===== src/rtl/pipe_ctrl_pkg.sv =====
// pipe_ctrl_pkg: shared types and helpers for the pipeline control unit.
// The slot type holds the flags only; rd is kept beside it because its width is a parameter.
package pipe_ctrl_pkg;
   typedef enum logic [1:0] {RUN, DRAIN, HALTED} state_e;
   typedef struct packed {
      logic valid;
      logic we;
      logic is_load;
   } slot_t;
   localparam int FWD_RF = 0;
   function automatic int sel_w(input int n);
      return $clog2(n + 1);
   endfunction
endpackage


===== src/rtl/pipe_ctrl_if.sv =====
// pipe_ctrl_if: decode-side request and stall/forward control bundle.
interface pipe_ctrl_if import pipe_ctrl_pkg::*; #(
   parameter int NSTAGES    = 4,
   parameter int REG_ADDR_W = 5,
   parameter int CNT_W      = 16
) ();
   localparam int SW = sel_w(NSTAGES);
   logic                  id_valid, id_rs1_used, id_rs2_used, id_rd_we, id_is_load, id_halt;
   logic [REG_ADDR_W-1:0] id_rs1, id_rs2, id_rd;
   logic                  mem_stall, exe_flush;
   logic                  stall_if, stall_id, insert_nop, stall_exe, halted;
   logic [SW-1:0]         fwd_sel_rs1, fwd_sel_rs2, inflight;
   logic [CNT_W-1:0]      stall_cnt;
   modport master (
      output id_valid, id_rs1, id_rs2, id_rs1_used, id_rs2_used, id_rd, id_rd_we, id_is_load,
             id_halt, mem_stall, exe_flush,
      input  stall_if, stall_id, insert_nop, stall_exe, fwd_sel_rs1, fwd_sel_rs2, inflight,
             halted, stall_cnt
   );
   modport slave (
      input  id_valid, id_rs1, id_rs2, id_rs1_used, id_rs2_used, id_rd, id_rd_we, id_is_load,
             id_halt, mem_stall, exe_flush,
      output stall_if, stall_id, insert_nop, stall_exe, fwd_sel_rs1, fwd_sel_rs2, inflight,
             halted, stall_cnt
   );
endinterface


===== src/rtl/pipe_ctrl_sb.sv =====
// pipe_ctrl_sb: in-flight destination scoreboard, slot0 = EXE ... slot NSTAGES-1 = WB.
module pipe_ctrl_sb import pipe_ctrl_pkg::*; #(
   parameter int NSTAGES    = 4,
   parameter int REG_ADDR_W = 5
) (
   input  logic                         clk,
   input  logic                         reset,
   input  logic                         hold_i,
   input  logic                         push_i,
   input  logic [REG_ADDR_W-1:0]        rd_i,
   input  logic                         we_i,
   input  logic                         load_i,
   input  logic [REG_ADDR_W-1:0]        rs1_i,
   input  logic [REG_ADDR_W-1:0]        rs2_i,
   input  logic                         rs1_used_i,
   input  logic                         rs2_used_i,
   output logic [NSTAGES-1:0]           m1_o,
   output logic [NSTAGES-1:0]           m2_o,
   output logic                         load0_o,
   output logic [sel_w(NSTAGES)-1:0]    cnt_o
);
   localparam int SW = sel_w(NSTAGES);
   slot_t [NSTAGES-1:0]                  slot_q, slot_d;
   logic  [NSTAGES-1:0][REG_ADDR_W-1:0]  rd_q, rd_d;
   always_comb begin
      slot_d = slot_q;
      rd_d   = rd_q;
      if (!hold_i) begin
         for (int k = NSTAGES - 1; k > 0; k--) begin
            slot_d[k] = slot_q[k-1];
            rd_d[k]   = rd_q[k-1];
         end
         slot_d[0] = '{valid: push_i, we: push_i & we_i, is_load: push_i & load_i};
         rd_d[0]   = rd_i;
      end
   end
   always_ff @(posedge clk) begin
      slot_q <= reset ? '0 : slot_d;
      rd_q   <= reset ? '0 : rd_d;
   end
   always_comb begin
      m1_o  = '0;
      m2_o  = '0;
      cnt_o = '0;
      for (int k = 0; k < NSTAGES; k++) begin
         m1_o[k] = slot_q[k].valid & slot_q[k].we & (|rd_q[k]) & (rd_q[k] == rs1_i) & rs1_used_i;
         m2_o[k] = slot_q[k].valid & slot_q[k].we & (|rd_q[k]) & (rd_q[k] == rs2_i) & rs2_used_i;
         cnt_o   = cnt_o + SW'(slot_q[k].valid);
      end
   end
   assign load0_o = slot_q[0].valid & slot_q[0].is_load;
endmodule


===== src/rtl/pipe_ctrl.sv =====
// pipe_ctrl: hazard/forward control, halt drain FSM and stall counter for the in-order core.
module pipe_ctrl import pipe_ctrl_pkg::*; #(
   parameter int NSTAGES    = 4,
   parameter int REG_ADDR_W = 5,
   parameter int FORWARD_EN = 0,
   parameter int CNT_W      = 16
) (
   input logic        clk,
   input logic        reset,
   pipe_ctrl_if.slave bus
);
   localparam int SW = sel_w(NSTAGES);
   state_e             state_q, state_d;
   logic [CNT_W-1:0]   cnt_q, cnt_d;
   logic [NSTAGES-1:0] m1, m2;
   logic [SW-1:0]      inflight, fsel1, fsel2;
   logic               load0, hazard, issue, stall;
   pipe_ctrl_sb #(.NSTAGES(NSTAGES), .REG_ADDR_W(REG_ADDR_W)) u_sb (
      .clk        (clk),
      .reset      (reset),
      .hold_i     (bus.mem_stall),
      .push_i     (issue),
      .rd_i       (bus.id_rd),
      .we_i       (bus.id_rd_we),
      .load_i     (bus.id_is_load),
      .rs1_i      (bus.id_rs1),
      .rs2_i      (bus.id_rs2),
      .rs1_used_i (bus.id_rs1_used),
      .rs2_used_i (bus.id_rs2_used),
      .m1_o       (m1),
      .m2_o       (m2),
      .load0_o    (load0),
      .cnt_o      (inflight)
   );
   assign hazard = bus.id_valid & ((FORWARD_EN != 0) ? (load0 & (m1[0] | m2[0])) : (|{m1, m2}));
   assign issue  = bus.id_valid & ~hazard & ~bus.exe_flush & ~bus.mem_stall & (state_q == RUN);
   // youngest slot wins: scan oldest to youngest so the lowest k overwrites
   always_comb begin
      fsel1 = SW'(FWD_RF);
      fsel2 = SW'(FWD_RF);
      for (int k = NSTAGES - 1; k >= 0; k--) begin
         fsel1 = m1[k] ? SW'(k + 1) : fsel1;
         fsel2 = m2[k] ? SW'(k + 1) : fsel2;
      end
   end
   always_ff @(posedge clk) begin
      state_q <= reset ? RUN : state_d;
      cnt_q   <= reset ? '0 : cnt_d;
   end
   always_comb begin
      state_d = (state_q == RUN && issue && bus.id_halt) ? DRAIN :
                (state_q == DRAIN && inflight == '0)     ? HALTED : state_q;
   end
   assign stall = bus.mem_stall | (hazard & ~bus.exe_flush) | (state_q != RUN);
   assign cnt_d = (stall && !(&cnt_q)) ? cnt_q + 1'b1 : cnt_q;
   always_comb begin
      bus.stall_if    = ~reset & stall;
      bus.stall_id    = ~reset & bus.mem_stall;
      bus.stall_exe   = ~reset & bus.mem_stall;
      bus.insert_nop  = ~reset & ~bus.exe_flush & (hazard | (state_q == DRAIN));
      bus.fwd_sel_rs1 = (reset || FORWARD_EN == 0) ? SW'(FWD_RF) : fsel1;
      bus.fwd_sel_rs2 = (reset || FORWARD_EN == 0) ? SW'(FWD_RF) : fsel2;
      bus.inflight    = reset ? '0 : inflight;
      bus.halted      = ~reset & (state_q == HALTED);
      bus.stall_cnt   = reset ? '0 : cnt_q;
   end
endmodule

===== src/flat_wrapper.sv =====
// flat-port wrapper written by rule: the top's interface ports become plain ports
module pipe_ctrl_flat import pipe_ctrl_pkg::*;
#(
   parameter int NSTAGES    = 4,
   parameter int REG_ADDR_W = 5,
   parameter int FORWARD_EN = 0,
   parameter int CNT_W      = 16
)
  (clk, reset, bus_id_valid, bus_id_rs1, bus_id_rs2, bus_id_rs1_used, bus_id_rs2_used, bus_id_rd, bus_id_rd_we, bus_id_is_load, bus_id_halt, bus_mem_stall, bus_exe_flush, bus_stall_if, bus_stall_id, bus_insert_nop, bus_stall_exe, bus_fwd_sel_rs1, bus_fwd_sel_rs2, bus_inflight, bus_halted, bus_stall_cnt);
  pipe_ctrl_if #(.NSTAGES(NSTAGES), .REG_ADDR_W(REG_ADDR_W), .CNT_W(CNT_W)) bus_i ();
  input logic clk;
  input logic reset;
  input wire logic [$bits(bus_i.id_valid)-1:0] bus_id_valid;
  input wire logic [$bits(bus_i.id_rs1)-1:0] bus_id_rs1;
  input wire logic [$bits(bus_i.id_rs2)-1:0] bus_id_rs2;
  input wire logic [$bits(bus_i.id_rs1_used)-1:0] bus_id_rs1_used;
  input wire logic [$bits(bus_i.id_rs2_used)-1:0] bus_id_rs2_used;
  input wire logic [$bits(bus_i.id_rd)-1:0] bus_id_rd;
  input wire logic [$bits(bus_i.id_rd_we)-1:0] bus_id_rd_we;
  input wire logic [$bits(bus_i.id_is_load)-1:0] bus_id_is_load;
  input wire logic [$bits(bus_i.id_halt)-1:0] bus_id_halt;
  input wire logic [$bits(bus_i.mem_stall)-1:0] bus_mem_stall;
  input wire logic [$bits(bus_i.exe_flush)-1:0] bus_exe_flush;
  output wire logic [$bits(bus_i.stall_if)-1:0] bus_stall_if;
  output wire logic [$bits(bus_i.stall_id)-1:0] bus_stall_id;
  output wire logic [$bits(bus_i.insert_nop)-1:0] bus_insert_nop;
  output wire logic [$bits(bus_i.stall_exe)-1:0] bus_stall_exe;
  output wire logic [$bits(bus_i.fwd_sel_rs1)-1:0] bus_fwd_sel_rs1;
  output wire logic [$bits(bus_i.fwd_sel_rs2)-1:0] bus_fwd_sel_rs2;
  output wire logic [$bits(bus_i.inflight)-1:0] bus_inflight;
  output wire logic [$bits(bus_i.halted)-1:0] bus_halted;
  output wire logic [$bits(bus_i.stall_cnt)-1:0] bus_stall_cnt;
  assign bus_i.id_valid = bus_id_valid;
  assign bus_i.id_rs1 = bus_id_rs1;
  assign bus_i.id_rs2 = bus_id_rs2;
  assign bus_i.id_rs1_used = bus_id_rs1_used;
  assign bus_i.id_rs2_used = bus_id_rs2_used;
  assign bus_i.id_rd = bus_id_rd;
  assign bus_i.id_rd_we = bus_id_rd_we;
  assign bus_i.id_is_load = bus_id_is_load;
  assign bus_i.id_halt = bus_id_halt;
  assign bus_i.mem_stall = bus_mem_stall;
  assign bus_i.exe_flush = bus_exe_flush;
  assign bus_stall_if = bus_i.stall_if;
  assign bus_stall_id = bus_i.stall_id;
  assign bus_insert_nop = bus_i.insert_nop;
  assign bus_stall_exe = bus_i.stall_exe;
  assign bus_fwd_sel_rs1 = bus_i.fwd_sel_rs1;
  assign bus_fwd_sel_rs2 = bus_i.fwd_sel_rs2;
  assign bus_inflight = bus_i.inflight;
  assign bus_halted = bus_i.halted;
  assign bus_stall_cnt = bus_i.stall_cnt;
  pipe_ctrl #(.NSTAGES(NSTAGES), .REG_ADDR_W(REG_ADDR_W), .FORWARD_EN(FORWARD_EN), .CNT_W(CNT_W)) u_core (.clk(clk), .reset(reset), .bus(bus_i));
endmodule

===== config.mk =====
export PLATFORM = sky130hd
export DESIGN_NAME = pipe_ctrl_flat
export DESIGN_NICKNAME = d
export VERILOG_FILES = /design/src/rtl/pipe_ctrl_pkg.sv /design/src/rtl/pipe_ctrl_if.sv /design/src/rtl/pipe_ctrl_sb.sv /design/src/rtl/pipe_ctrl.sv /design/src/flat_wrapper.sv
export SDC_FILE = /design/constraint.sdc
export NUM_CORES = 1
export LEC_CHECK = 0
export CAP_MARGIN = 20
export CORE_UTILIZATION = 40
export DETAILED_ROUTE_END_ITERATION = 12
export GPL_TIMING_DRIVEN = 0
export PLACE_DENSITY = 0.66
export SLEW_MARGIN = 10
export SYNTH_ARGS = -nofsm -noshare
export SYNTH_HDL_FRONTEND = slang
export SYNTH_SLANG_ARGS = --single-unit
export TNS_END_PERCENT = 100

===== constraint.sdc =====
create_clock -name clk -period 2.89 [get_ports clk]
set_input_delay 0.867 -clock clk [delete_from_list [all_inputs] [get_ports clk]]
set_output_delay 0.867 -clock clk [all_outputs]
set_load 0.05 [all_outputs]

; ---- Yosys cells after proc, flatten, opt, wreduce, memory -nomap -nowiden
; Cells that the tools add are included.
[op_classes]
addsub = 4
n_eq_ne = 10
n_mux = 4
bitwise_logic = 43
n_reduce_logical = 16
[ops]
columns = operator, n
row1 = equality test 5 bit, 8
row2 = bitwise AND 1 bit, 36
row3 = OR reduction 5 bit, 4
row4 = adder 16 x 1 -> 16 bit (second input constant), 1
row5 = two-way mux 16 bit, 1
row6 = AND reduction 16 bit, 1
row7 = OR reduction 8 bit, 1
row8 = logical AND 1 bit, 4
row9 = inverter 1 bit, 4
row10 = nonzero test 2 bit, 2
row11 = adder 2 x 1 -> 3 bit, 1
row12 = adder 3 x 1 -> 3 bit, 1
row13 = logical NOT 3 bit, 1
row14 = two-way mux 3 bit, 1
row15 = OR 1 bit, 3
row16 = adder 1 x 1 -> 2 bit, 1
row17 = equality test 2 x 1 -> 1 bit (second input constant), 1
row18 = equality test 2 bit (second input constant), 1
row19 = logical NOT 2 bit, 1
row20 = two-way mux 1 bit, 2
row21 = OR reduction 2 bit, 1
row22 = logical NOT 1 bit, 1
[word_totals]
regBits = 46
inputBits = 25
output_inout_bits = 30
word_cells = 92

; ---- Depth between registers and ports, before layout
[logic_depth]
ltp_word = 14
mapped_depth = 9
mapped_depth_nobuf = 7

; ---- Modules after synthesis
; Synthesis repeated with hierarchy kept, for this count alone.
[hier_totals]
hier_cells = 334
area_unflattened_um2 = 2856.5
[modules_own_cells]
columns = mod, n_inst, cells_per_inst, area_each_um2, seq_area_each_um2
row1 = pipe_ctrl_sb, 1, 185, 1657.8, 580.6
row2 = pipe_ctrl, 1, 149, 1198.6, 360.3

; ---- Worst setup path before layout
; Ideal clock, no wire load.
[synth_path]
path_type = input-to-output
startpoint = input port bus_id_rs2[1]
endpoint = output port bus_insert_nop
arrival_ns = 3.075
required_ns = 2.023
path_slack_ns = -1.052
stages = 7
n_path_buf = 0
path_cell_list = xor2_1 or4_1 nor4_1 o41ai_1 nand2_1 a21oi_1 nor3_1
[synth_via]
elab_chain_len = 7
word_cells_on_any_way = 16
classes_between = eq/ne (4) / bitwise (11) / reduce/logical (1)
[synth_rtl]
columns = item, line_no
row1 = from (decl), flat_wrapper.sv:15  ; input wire logic [$bits(bus_i.id_rs2)-1:0] bus_id_rs2;
row2 = equality test 5 bit, pipe_ctrl_sb.sv:47  ; m2_o[k] = slot_q[k].valid & slot_q[k].we & (|rd_q[k]) & (rd_q[k] == rs2_i) & rs2_used_i;
row3 = bitwise AND 1 bit (2 in series), pipe_ctrl_sb.sv:47
row4 = OR reduction 8 bit (*), pipe_ctrl.sv:35  ; assign hazard = bus.id_valid & ((FORWARD_EN != 0) ? (load0 & (m1[0] | m2[0])) : (|{m1, m2}));
row5 = bitwise AND 1 bit (*), pipe_ctrl.sv:35
row6 = OR 1 bit (*), pipe_ctrl.sv:60  ; bus.insert_nop = ~reset & ~bus.exe_flush & (hazard | (state_q == DRAIN));
row7 = bitwise AND 1 bit (*), pipe_ctrl.sv:60
row8 = to (decl), flat_wrapper.sv:26  ; output wire logic [$bits(bus_i.insert_nop)-1:0] bus_insert_nop;
; Mark *: on every way between the ends. The rest lies on a longest branch, timed or not.

; ---- Worst setup path after layout
[layout_path]
startpoint = input port bus_id_rs2[3]
endpoint = output port bus_stall_if
[layout_via]
elab_chain_len = 9
word_cells_on_any_way = 18
classes_between = eq/ne (4) / bitwise (13) / reduce/logical (1)
[layout_rtl]
columns = item, line_no
row1 = equality test 5 bit, pipe_ctrl_sb.sv:47
row2 = bitwise AND 1 bit (2 in series), pipe_ctrl_sb.sv:47
row3 = OR reduction 8 bit (*), pipe_ctrl.sv:35
row4 = bitwise AND 1 bit (*), pipe_ctrl.sv:35
row5 = bitwise AND 1 bit (*), pipe_ctrl.sv:54  ; assign stall = bus.mem_stall | (hazard & ~bus.exe_flush) | (state_q != RUN);
row6 = OR 1 bit (*) (2 in series), pipe_ctrl.sv:54
row7 = bitwise AND 1 bit (*), pipe_ctrl.sv:57  ; bus.stall_if = ~reset & stall;
row8 = to (decl), flat_wrapper.sv:24  ; output wire logic [$bits(bus_i.stall_if)-1:0] bus_stall_if;
; Marked as above.

==> run_results.csv <==
group,metric,value,unit
power_and_ir_drop,seqPwrFrac,0.500,
die,io-pin-count,55,
status,violations,"negative setup slack",
clock_network,clock_latency,0.31,ns
clock_network,cts_buffer_depth,2,
yosys,synth-async-reset-ratio,0,
place,place_area,3480,sq um
critical_path,cp.arrival,2.55,ns
timing,grt_setup_unrepaired,"yes",
timing,hold_viol,0,
yosys,netlist_instances,323,
layout,finish.utilization,0.559,
timing,max_freq,293,MHz
timing,final.setup.worst_slack,-0.525,ns
place,gp_congestion,0.905,
power_and_ir_drop,p_sw,0.413,mW
power_and_ir_drop,p_sw_frac,0.308,
yosys,syn_area_per_cell,8.87,sq um
critical_path,r2r_end,"u_core.cnt_q[2]",
clock_network,cts_root_buf,"clkbuf_8",
die,rows,30,
layout,nets,412,
place,portBuffers,42,
die,die_area,7510,sq um
drt,drt-wirelength-per-cell,15.6,microns
global_route,antenna_found_initial,0,
clock_network,numCtsBuffers,5,
clock_network,clk_pin_slew_worst_paths,0.10,ns
timing,tightest_slew,0.934,ns
yosys,yosysTopAreaCell,"dfxtp_1",
power_and_ir_drop,powerDensity,350,nW/um^2
drt,vias_per_cell,5.21,
die,die_w,86.7,microns
clock_network,cts.sink_count,46,
yosys,synth_cell_types,44,
hold_path,hold_end,"u_core.u_sb.slot_q[10]",
layout,drive_gt1_frac,0.299,
layout,most-common-layout-cells,"nor2_1 (41), dfxtp_1 (41), xnor2_1 (28)",
status,outcome,"finished with violations",
die,start_util,0.417,
layout,antenna_cells,0,
yosys,syn_area,2870,sq um
power_and_ir_drop,clock_power_share,0.303,
drt,num_vias,2502,
layout,stdcell_count,480,
hold_path,holdPathStages,2,
timing,final_max_slew_viol_count,0,
critical_path,crit_fanout,4,
critical_path,critical_path_class,"in2out",
yosys,synth_seq_cells,46,
timing,whs,0.512,ns
yosys,yosysSeqAreaShare,0.321,
layout,area.growth.synth_to_final,33.9,%
global_route,grt_max_degree,16,
timing,finClkSkew,0.0164,ns
place,place_hpwl,5310,microns
drt,routed_wirelength,7480,microns
yosys,synthTopCellsByArea,"dfxtp_1 (32%), mux2i_1 (9.1%), xnor2_1 (8.6%), nor2_1 (5.8%), nor2b_1 (4.6%)",
layout,fin_area,3840,sq um
die,core_region_area,6870,sq um
die,die_h,86.7,microns
yosys,synth_warnings,0,
place,dp.cells,466,
global_route,grt_pass1_wl,11800,microns
hold_path,worst_hold_startpoint,"u_core.u_sb.slot_q[10]",
critical_path,r2r_start,"u_core.u_sb.rd_q[11]",
power_and_ir_drop,internal_power,0.930,mW
clock_network,cts_max_level,2,
hold_path,min_path_type,"reg2reg",
power_and_ir_drop,leakagePower,1.54,nW
yosys,synth_edf_count,0,
run,drv_cap,0,
timing,min_period_over_period,1.18,
drt,firstDrtPassIters,4,
timing,relSlewSlack,0.373,
critical_path,critPathLaunchType,"input port",
drt,drc_errors,0,
critical_path,worstPathRequired,2.02,ns
yosys,ys.flop_type,"dfxtp_1",
global_route,overflow,0,
global_route,track_usage,0.202,
drt,drt_iter0_markers,83,
timing,setup_viol_count_final,2,
critical_path,rr_worst_depth,9,
power_and_ir_drop,irDropWorstVdd,0.224,mV
timing,setup-tns-final,-1.05,ns
power_and_ir_drop,power_frac_comb,0.197,
critical_path,reg2reg_slack,0.15,ns
clock_network,cts_tree,"done",
global_route,grt_pass1_vias,2386,
yosys,synth_top_area_frac,0.321,
critical_path,end_kind,"output pin",
drt,postRouteAntennaNets,0,
timing,min_period,3.41,ns
==> critical path, cell delays in order <==
cell     delay [ns]
buf_8          0.11
xor2_1         0.14
or4_4          0.53
nor4_4         0.25
o41a_2         0.23
o21ai_4        0.08
a21oi_4        0.17
buf_6          0.17
==> flip-flops by register name, summed over array words and instances, names as in the netlist <==
signal,flops
u_core.u_sb.rd_q,20
u_core.cnt_q,16
u_core.u_sb.slot_q,8
u_core.state_q,2
==> synth_stat cells (3+ instances only) <==
cell and number:
a211oi_1 5, a21oi_1 8, and3_1 5, buf_1 4, buf_4 7, clkbuf_1 12
dfxtp_1 46, ha_1 3, mux2_1 5, mux2_4 7, mux2i_1 26, nand2_1 13
nand3_1 11, nand4_1 7, nor2_1 44, nor2b_1 21, nor3_1 5, nor3_2 7
nor4_1 9, o21ai_0 4, or3_1 4, or4_1 7, xnor2_1 28, xor2_1 12
==> through the flow <==
step / worst slack, ns / power, mW
after global placement: -1.70 / 0.919
after CTS: -0.535 / 1.34
after global routing: -0.607 / 1.40
after detailed placement: -1.76 / 0.922
after floorplan: -0.446 / 0.846
final: -0.525 / 1.34
==> layer usage <==
metal / track usage / vias up / part of all wire
met1: 0.256 / 1189 / 0.46
met3: 0.0419 / 11 / 0.047
met2: 0.339 / 67 / 0.48
met4: 0.0712 / 0 / 0.014
li1: - / 1235 / -
met5: 0 / - / 0
==> what timing repair did <==
action / 4_1_cts / 5_1_grt
hold buffers: 0 / 0
setup endpoints to repair: 47 / 21
gates resized for setup: 151 / 36
hold endpoints to repair: 0 / 0
setup buffers: 4 / 2
pin swaps: 9 / 4
==> cells by family after synthesis <==
group / after synthesis / share of synthesized area
mux: 39 / 0.151
xor+xnor: 40 / 0.122
simple gates: 140 / 0.266
other cells: 1 / 0.00131
buf+inv: 27 / 0.0498
flops: 46 / 0.321
compound gates: 26 / 0.0681
fa+ha+maj: 4 / 0.0201
==> power by group through the flow <==
| stage | Sequential, mW | Combinational (mW) | Clock, mW |
|---|---|---|---|
| floorplan | 0.678 | 0.169 | 0 |
| global route | 0.674 | 0.283 | 0.439 |
| detailed placement | 0.684 | 0.237 | 0 |
| finish | 0.671 | 0.265 | 0.407 |
| global placement | 0.684 | 0.235 | 0 |
| CTS | 0.671 | 0.252 | 0.417 |
==> layout make-up <==
type | instances | area (sq um)
Buffer | 25 | 166
Timing Repair Buffer | 48 | 459
Tap cell | 96 | 120
Clock buffer | 5 | 68.8
Fill cell | 629 | 3030
Inverter | 2 | 7.51
Sequential cell | 46 | 932
Clock inverter | 3 | 21.3
Multi-Input combinational cell | 255 | 2060
==> how the worst max path moves through the flow <==
stage                     slack, ns                  from        endpoint
final                         -0.52         bus_id_rs2[3]    bus_stall_if
after global routing          -0.61  u_core.u_sb.rd_q[11]  bus_insert_nop
after CTS                     -0.53         bus_id_rs2[3]  bus_insert_nop
after detailed placement      -1.76         bus_id_rs2[1]  bus_insert_nop
after global placement        -1.70         bus_id_rs2[1]  bus_insert_nop
after floorplan               -0.45         bus_id_rs2[1]  bus_insert_nop
(Power assumes the default switching activity.)
